### src/rtl/load_store_unit.sv
`default_nettype none
// ============================================================================
// Module      : load_store_unit
// Description : Single-outstanding load/store unit for a word-wide,
//               big-endian synchronous RAM with one cycle of read latency.
//               Checks alignment and range, places store bytes into lanes
//               and formats/extends load data.
// Revision    : 1.0 - initial release
// ============================================================================
module load_store_unit #(
  parameter int kAddrLimit = 512
) (
  input  logic        clk,
  input  logic        rst,
  input  logic        req_valid,
  output logic        req_ready,
  input  logic [2:0]  req_op,
  input  logic [31:0] req_addr,
  input  logic [31:0] req_wdata,
  output logic        resp_valid,
  output logic [31:0] resp_rdata,
  output logic [1:0]  resp_err,
  output logic [31:0] resp_badaddr,
  output logic        ram_en,
  output logic [3:0]  ram_write_sel,
  output logic [31:0] ram_addr,
  output logic [31:0] ram_wdata,
  input  logic [31:0] ram_rdata
);

  localparam logic [2:0]  c_OP_LB  = 3'b000;
  localparam logic [2:0]  c_OP_LH  = 3'b001;
  localparam logic [2:0]  c_OP_LW  = 3'b010;
  localparam logic [2:0]  c_OP_LBU = 3'b011;
  localparam logic [2:0]  c_OP_LHU = 3'b100;
  localparam logic [2:0]  c_OP_SB  = 3'b101;
  localparam logic [2:0]  c_OP_SH  = 3'b110;
  localparam logic [2:0]  c_OP_SW  = 3'b111;

  localparam logic [1:0]  c_ERR_NONE     = 2'b00;
  localparam logic [1:0]  c_ERR_MISALIGN = 2'b01;
  localparam logic [1:0]  c_ERR_RANGE    = 2'b10;

  localparam logic [31:0] c_ADDR_LIMIT = kAddrLimit[31:0];

  typedef enum logic [1:0] {
    IDLE  = 2'd0,
    ISSUE = 2'd1,
    WAIT  = 2'd2,
    RESP  = 2'd3
  } state_t;

  state_t      r_state;
  state_t      w_next_state;

  logic [2:0]  r_op;
  logic [31:0] r_addr;
  logic [31:0] r_wdata;
  logic [31:0] r_resp_rdata;
  logic [1:0]  r_resp_err;
  logic [31:0] r_resp_badaddr;

  logic        w_accept;
  logic        w_misaligned;
  logic        w_out_of_range;
  logic [1:0]  w_req_err;
  logic        w_is_store;
  logic [7:0]  w_byte;
  logic [15:0] w_half;
  logic [31:0] w_load_data;

  assign req_ready  = (r_state == IDLE) && rst;
  assign w_accept   = req_valid && req_ready;
  assign resp_valid = (r_state == RESP);

  assign resp_rdata   = r_resp_rdata;
  assign resp_err     = r_resp_err;
  assign resp_badaddr = r_resp_badaddr;

  assign w_is_store = (r_op == c_OP_SB) || (r_op == c_OP_SH) || (r_op == c_OP_SW);

  // Alignment check on the incoming request, by access size.
  always_comb begin
    w_misaligned = 1'b0;
    case (req_op)
      c_OP_LH, c_OP_LHU, c_OP_SH: w_misaligned = req_addr[0];
      c_OP_LW, c_OP_SW:           w_misaligned = |req_addr[1:0];
      default:                    w_misaligned = 1'b0;
    endcase
  end

  assign w_out_of_range = (req_addr >= c_ADDR_LIMIT);
  // Misalignment outranks range so a misaligned far address reports 01.
  assign w_req_err = w_misaligned   ? c_ERR_MISALIGN :
                     w_out_of_range ? c_ERR_RANGE    : c_ERR_NONE;

  // State register.
  always_ff @(posedge clk or negedge rst) begin
    if (!rst) r_state <= IDLE;
    else      r_state <= w_next_state;
  end

  // Next-state logic and RAM port drive (RAM is only touched in ISSUE).
  always_comb begin
    w_next_state  = r_state;
    ram_en        = 1'b0;
    ram_write_sel = 4'b0000;
    ram_addr      = 32'h0;
    ram_wdata     = 32'h0;
    case (r_state)
      IDLE: begin
        if (w_accept) w_next_state = (w_req_err == c_ERR_NONE) ? ISSUE : RESP;
      end
      ISSUE: begin
        w_next_state = WAIT;
        ram_en       = 1'b1;
        ram_addr     = {r_addr[31:2], 2'b00};
        case (r_op)
          c_OP_SB: begin
            ram_write_sel = 4'b1000 >> r_addr[1:0];
            ram_wdata     = {4{r_wdata[7:0]}};
          end
          c_OP_SH: begin
            ram_write_sel = r_addr[1] ? 4'b0011 : 4'b1100;
            ram_wdata     = {2{r_wdata[15:0]}};
          end
          c_OP_SW: begin
            ram_write_sel = 4'b1111;
            ram_wdata     = r_wdata;
          end
          default: begin
            ram_write_sel = 4'b0000;
            ram_wdata     = 32'h0;
          end
        endcase
      end
      WAIT:    w_next_state = RESP;
      RESP:    w_next_state = IDLE;
      default: w_next_state = IDLE;
    endcase
  end

  // Latch the request on acceptance.
  always_ff @(posedge clk or negedge rst) begin
    if (!rst) begin
      r_op    <= 3'b000;
      r_addr  <= 32'h0;
      r_wdata <= 32'h0;
    end else if (w_accept) begin
      r_op    <= req_op;
      r_addr  <= req_addr;
      r_wdata <= req_wdata;
    end
  end

  // Big-endian lane selection and sign/zero extension of the read word.
  always_comb begin
    w_byte      = 8'h00;
    w_load_data = 32'h0;
    case (r_addr[1:0])
      2'd0:    w_byte = ram_rdata[31:24];
      2'd1:    w_byte = ram_rdata[23:16];
      2'd2:    w_byte = ram_rdata[15:8];
      default: w_byte = ram_rdata[7:0];
    endcase
    w_half = r_addr[1] ? ram_rdata[15:0] : ram_rdata[31:16];
    case (r_op)
      c_OP_LB:  w_load_data = {{24{w_byte[7]}}, w_byte};
      c_OP_LBU: w_load_data = {24'h0, w_byte};
      c_OP_LH:  w_load_data = {{16{w_half[15]}}, w_half};
      c_OP_LHU: w_load_data = {16'h0, w_half};
      c_OP_LW:  w_load_data = ram_rdata;
      default:  w_load_data = 32'h0;
    endcase
  end

  // Response registers: loaded on entry to RESP and held until the next one.
  always_ff @(posedge clk or negedge rst) begin
    if (!rst) begin
      r_resp_rdata   <= 32'h0;
      r_resp_err     <= c_ERR_NONE;
      r_resp_badaddr <= 32'h0;
    end else if ((r_state == IDLE) && w_accept && (w_req_err != c_ERR_NONE)) begin
      r_resp_rdata   <= 32'h0;
      r_resp_err     <= w_req_err;
      r_resp_badaddr <= req_addr;
    end else if (r_state == WAIT) begin
      r_resp_rdata   <= w_is_store ? 32'h0 : w_load_data;
      r_resp_err     <= c_ERR_NONE;
      r_resp_badaddr <= 32'h0;
    end
  end

endmodule
`default_nettype wire

### config.mk
export PLATFORM = sky130hd
export DESIGN_NAME = load_store_unit
export DESIGN_NICKNAME = d
export VERILOG_FILES = /design/src/rtl/load_store_unit.sv
export SDC_FILE = /design/constraint.sdc
export NUM_CORES = 1
export LEC_CHECK = 0
export ABC_CLOCK_PERIOD_IN_PS = 2400
export CORE_ASPECT_RATIO = 0.6
export CORE_MARGIN = 4
export CORE_UTILIZATION = 46
export CTS_BUF_LIST = sky130_fd_sc_hd__clkbuf_4
export DETAILED_ROUTE_END_ITERATION = 8
export GPL_TIMING_DRIVEN = 1
export MAX_ROUTING_LAYER = met4
export PLACE_DENSITY = 0.92
export SKIP_CTS_REPAIR_TIMING = 1
export SLEW_MARGIN = 10
export SYNTH_ARGS = -nofsm -noshare
export SYNTH_HDL_FRONTEND = slang
export SYNTH_SLANG_ARGS = --single-unit
### constraint.sdc
create_clock -name clk -period 2.4 [get_ports clk]
set_clock_uncertainty 0.2 [all_clocks]
set_input_delay 0.48 -clock clk [delete_from_list [all_inputs] [get_ports clk]]
set_output_delay 0.48 -clock clk [all_outputs]
set_load 0.05 [all_outputs]
== Yosys cells after proc, flatten, opt, wreduce, memory -nomap -nowiden ==
Cells that the tools add are included.
Word-level totals
  flip-flop bits (word level): 135
  word-level logic and storage cells: 65
Operators by class
  multiplexer cells: 23
  eq/ne operators: 18
  reduce and logical (&&, ||, !) cells: 15
  $lt $le $gt $ge: 1
  shift operators: 1
Operators by type and width (count)
  32-bit 2-to-1 mux: 7
  32-bit one-hot mux with 5 select lines: 1
  32-bit one-hot mux with 3 select lines: 1
  32-bit by 10-bit greater-or-equal comparator with 1-bit output, second input constant: 1
  8-bit one-hot mux with 3 select lines: 1
  3-bit equality test, second input constant: 7
  16-bit 2-to-1 mux: 1
  2-bit 2-to-1 mux: 6
  4-bit one-hot mux with 3 select lines: 1
  3-bit by 2-bit equality test with 1-bit output, second input constant: 3
  4-bit 2-to-1 mux: 2
  2-bit one-hot mux with 4 select lines: 1
  2-bit equality test, second input constant: 3
  3-bit by 1-bit equality test with 1-bit output, second input constant: 2
  2-bit logical NOT: 3
  2-bit by 1-bit equality test with 1-bit output, second input constant: 2
  1-bit logical AND: 4
  2-bit nonzero test: 2
  2-bit OR reduction: 2
  4-bit by 2-bit right shift with 4-bit output, first input constant: 1
  3-bit logical NOT: 1
  3-bit OR reduction: 1
  1-bit logical OR: 2
  2-bit != test, second input constant: 1
  other kinds (2): 2

== Depth between registers and ports, before layout ==
  word-level depth: 8
  mapped depth: 9
  mapped depth without buffers: 7

== Worst setup path before layout ==
OpenSTA, ideal clock, no wires.
  path type: reg2out
  from: register r_state[1]
  to: output port ram_wdata[23]
  data required time: 1720 ps
  arrival time: 2334 ps
  cell stages (with the launch flop): 7
  setup slack: -614 ps
  cell sequence: dfrtp_1 inv_1 ha_1 nand2_1 clkbuf_1 clkbuf_1 a21oi_1
Between the ends
  cells in the longest elaborated chain, start to end: 2
Ends and longest elaborated chain
  from (decl): line 53  | state_t r_state;
  from (signal assigned): line 100  | else r_state <= w_next_state;
  2-bit by 1-bit equality test with 1-bit output: line 110  | case (r_state)
  32-bit 2-to-1 mux: line 110
  to (decl): line 27  | output logic [31:0] ram_wdata,
No other way between the ends.

== Final worst setup path ==
  from: register r_op[0]
  to: output port ram_wdata[16]
Between the ends
  cells in the longest elaborated chain, start to end: 3
Ends and longest elaborated chain
  from (decl): line 56  | logic [2:0] r_op;
  from (signal assigned): line 150  | r_op <= req_op;
  3-bit equality test: line 118  | case (r_op)
  32-bit one-hot mux with 3 select lines (*): line 118
  32-bit 2-to-1 mux (*): line 110
Every way passes the cells marked *; elsewhere a longest branch is shown, timed or not.

==> flow_summary_export.csv <==
group,metric,value,unit
run_status,status,"complete, but fails checks",
run_status,violations,"setup timing",
cts,clockRootBuffer,"clkbuf_4",
sta,fin_crit,2580,ps
sta,final_max_slew_viol_count,0,
sta,hold_viol,0,
cts,cts_tree,"yes",
critical_path,critPathArrivalTime,1900,ps
pwr,power.leakage,5.89,nW
pwr,pwr-share-comb,62.6,%
detailed_routing,final_antenna_net_count,0,
detailed_routing,avgRoutedWirePerCell,21.5,um
grt,grt_max_degree,117,
yosys,synth_area_leader_cell,"dfrtp_1",
sta,fin_crit_sh,108,%
final_layout,layout-drive-gt1-share,30.8,%
place,pre_cts_ws,-334,ps
grt,grt.overflow.total,0,
detailed_routing,num_vias,6579,
final_layout,final_cells,1155,
critical_path,worstSetupStartpointType,"flop",
floorplan,rows,33,
critical_path,cp-end-kind,"primary output",
floorplan,start_util,47.4,%
final_layout,nets,1057,
pwr,power.net_switching,6.89,mW
cts,max-clock-path-buffers,2,
pwr,power_frac_clock,10.2,%
detailed_routing,route.detailed.drc,0,
yosys,ys.flop_type,"dfrtp_1",
place,placed_cells,1102,
yosys,synthTopCellsByCount,"nand2_1, dfrtp_1, a21oi_1",
detailed_routing,wl,24.8,mm
final_layout,syn_to_final_growth,73.6,%
yosys,synth_seq_cells,135,
grt,antenna_found_initial,0,
cts,clk_latency,540,ps
detailed_routing,drt_iter0_drc,532,
floorplan,die_area,0.0162,mm2
yosys,synth_cell_types,43,
grt,grt_usage,29.0,%
detailed_routing,dr.pass1.iters,6,
sta,layout_setup_ws,-182,ps
yosys,ys_warn_count,0,
yosys,synth.most_common_cell,"nand2_1",
floorplan,num_io_pins,239,
grt,grt_pass1_vias,6506,
yosys,avgSynthCellArea,9.62,um2
critical_path,crit_type,"reg2out",
yosys,netlist_instances,677,
cts,clkTransAtPathRegs,130,ps
hold_path,hold_class,"in2reg",
cts,numCtsBuffers,17,
pwr,internal_power,7.47,mW
yosys,synth_area_leaders,"dfrtp_1, nand2_1, o2bb2ai_1",
grt,grt_first_pass_wirelength,35.4,mm
pwr,ir_drop,0.729,mV
final_layout,utilization,82.2,%
place,hpwl,16.7,mm
critical_path,crit_path_max_fanout,5,
critical_path,cp_data_required_time,1720,ps
pwr,power_frac_seq,27.2,%
place,port_buffers,236,
yosys,async_flop_share,100,%
floorplan,die_x,162,um
sta,finalSetupViolations,65,
yosys,ys_seq_area_share,51.9,%
sta,maxSlewHeadroom,56.9,%
yosys,synthesis.area,0.00651,mm2
place,gp_congestion,0.935,
yosys,synth_top_area_share,51.9,%
pwr,powerDensity,1270,mW/mm2
sta,tightest_slew,647,ps
final_layout,antenna_cells,0,
cts,clock-sinks,135,
sta,fmaxAchievable,0.387,GHz
floorplan,die_y,100,um
pwr,netSwitchingFraction,48.0,%
detailed_routing,viasPerCell,5.70,
floorplan,coreArea,0.0137,mm2
yosys,synth_edf_count,0,
flow_run,maxCapViolCount,0,
cts,cts_max_level,4,
sta,rsz0062_at_grt,"yes",
==> cell type report <==
type                       count  area (um2)
multi-input combinational    483        3410
timing repair buffer         308        4000
inverter                       5        18.8
fill                         737        2450
tap                          192         240
clock buffer                  18         135
clock inverter                14         124
sequential                   135        3380
==> through the flow <==
stage                     power (mW)  TNS (ps)  hold WS, ps  instance area [um2]
after floorplan                 8.77      -677        -15.6                 6770
after global placement          11.6    -14340          251                10300
after detailed placement        11.9    -20110          256                10300
after CTS                       13.3    -20910         -288                10500
after global routing            15.0    -12210          203                11300
final                           14.4     -6920          238                11300
==> placed cells by master, fill, tap and decap left out, types with 6 or more instances in the layout <==
| cell type | count |
|---|---|
| nand2_1 | 224 |
| dfrtp_1 | 132 |
| clkdlybuf4s50_1 | 100 |
| buf_12 | 80 |
| dlymetal6s2s_1 | 64 |
| buf_4 | 52 |
| and2_4 | 39 |
| o2bb2ai_1 | 32 |
| a21oi_4 | 27 |
| a22o_1 | 23 |
| clkbuf_4 | 18 |
| a21oi_1 | 17 |
| mux2_2 | 16 |
| a32o_1 | 9 |
| nand2_2 | 8 |
| mux4_2 | 8 |
| a221oi_1 | 8 |
| a222oi_1 | 7 |
| buf_6 | 6 |
==> per-layer routing <==
layer | up-vias | GRT usage (%) | share of wire, %
li1 | 2887 | - | -
met1 | 3265 | 36.3 | 39
met2 | 383 | 44.9 | 47
met3 | 44 | 11.0 | 11
met4 | 0 | 7.60 | 2.1
met5 | - | - | 0
==> registers in the layout, indices dropped and copies added (netlist names) <==
name          count
r_state           2
resp_badaddr     32
resp_rdata       32
resp_err          2
r_op              3
r_wdata          32
r_addr           32
==> worst paths after layout <==
check                         startpoint          endpoint  slack (ps)  cells after the start
min in group asynchronous            rst  resp_badaddr[29]         320                      3
max reg2reg                      r_op[0]     resp_rdata[1]         200                      7
min reg2reg                  r_wdata[26]       r_wdata[26]         290                      2
max                              r_op[0]     ram_wdata[16]        -180                      6
min                        req_wdata[16]       r_wdata[16]         240                      3
max in group asynchronous            rst           r_op[0]        1060                      3
==> worst max-delay path: stages, from the launching register on <==
cell and delay (ps):
dfrtp_2 450, nor2b_4 210, buf_6 170, nand2_4 80
buf_6 140, a21oi_4 160, buf_12 150
==> power groups by stage <==
stage / clock (mW) / sequential, mW / combinational (mW)
after floorplan: 0 / 4.91 / 3.87
after global placement: 0 / 3.82 / 7.80
after detailed placement: 0 / 3.85 / 8.02
after CTS: 1.48 / 3.82 / 8.02
after global routing: 1.59 / 4.01 / 9.44
final: 1.46 / 3.91 / 8.98
==> cell families (layout without fill, tap and decap cells) <==
family,Yosys count,in the layout,synth area share (%)
flip-flops,135,135,51.9
adder cells (fa/ha/maj),5,5,0.961
buffers and inverters,60,345,4.27
other,1,2,0.0576
multiplexers,26,26,5.84
AND/OR/NAND/NOR,306,306,20.2
XOR/XNOR,1,1,0.250
AO/OA/AOI/OAI,143,143,16.6
Note: power is estimated with default switching activity, not from simulation.
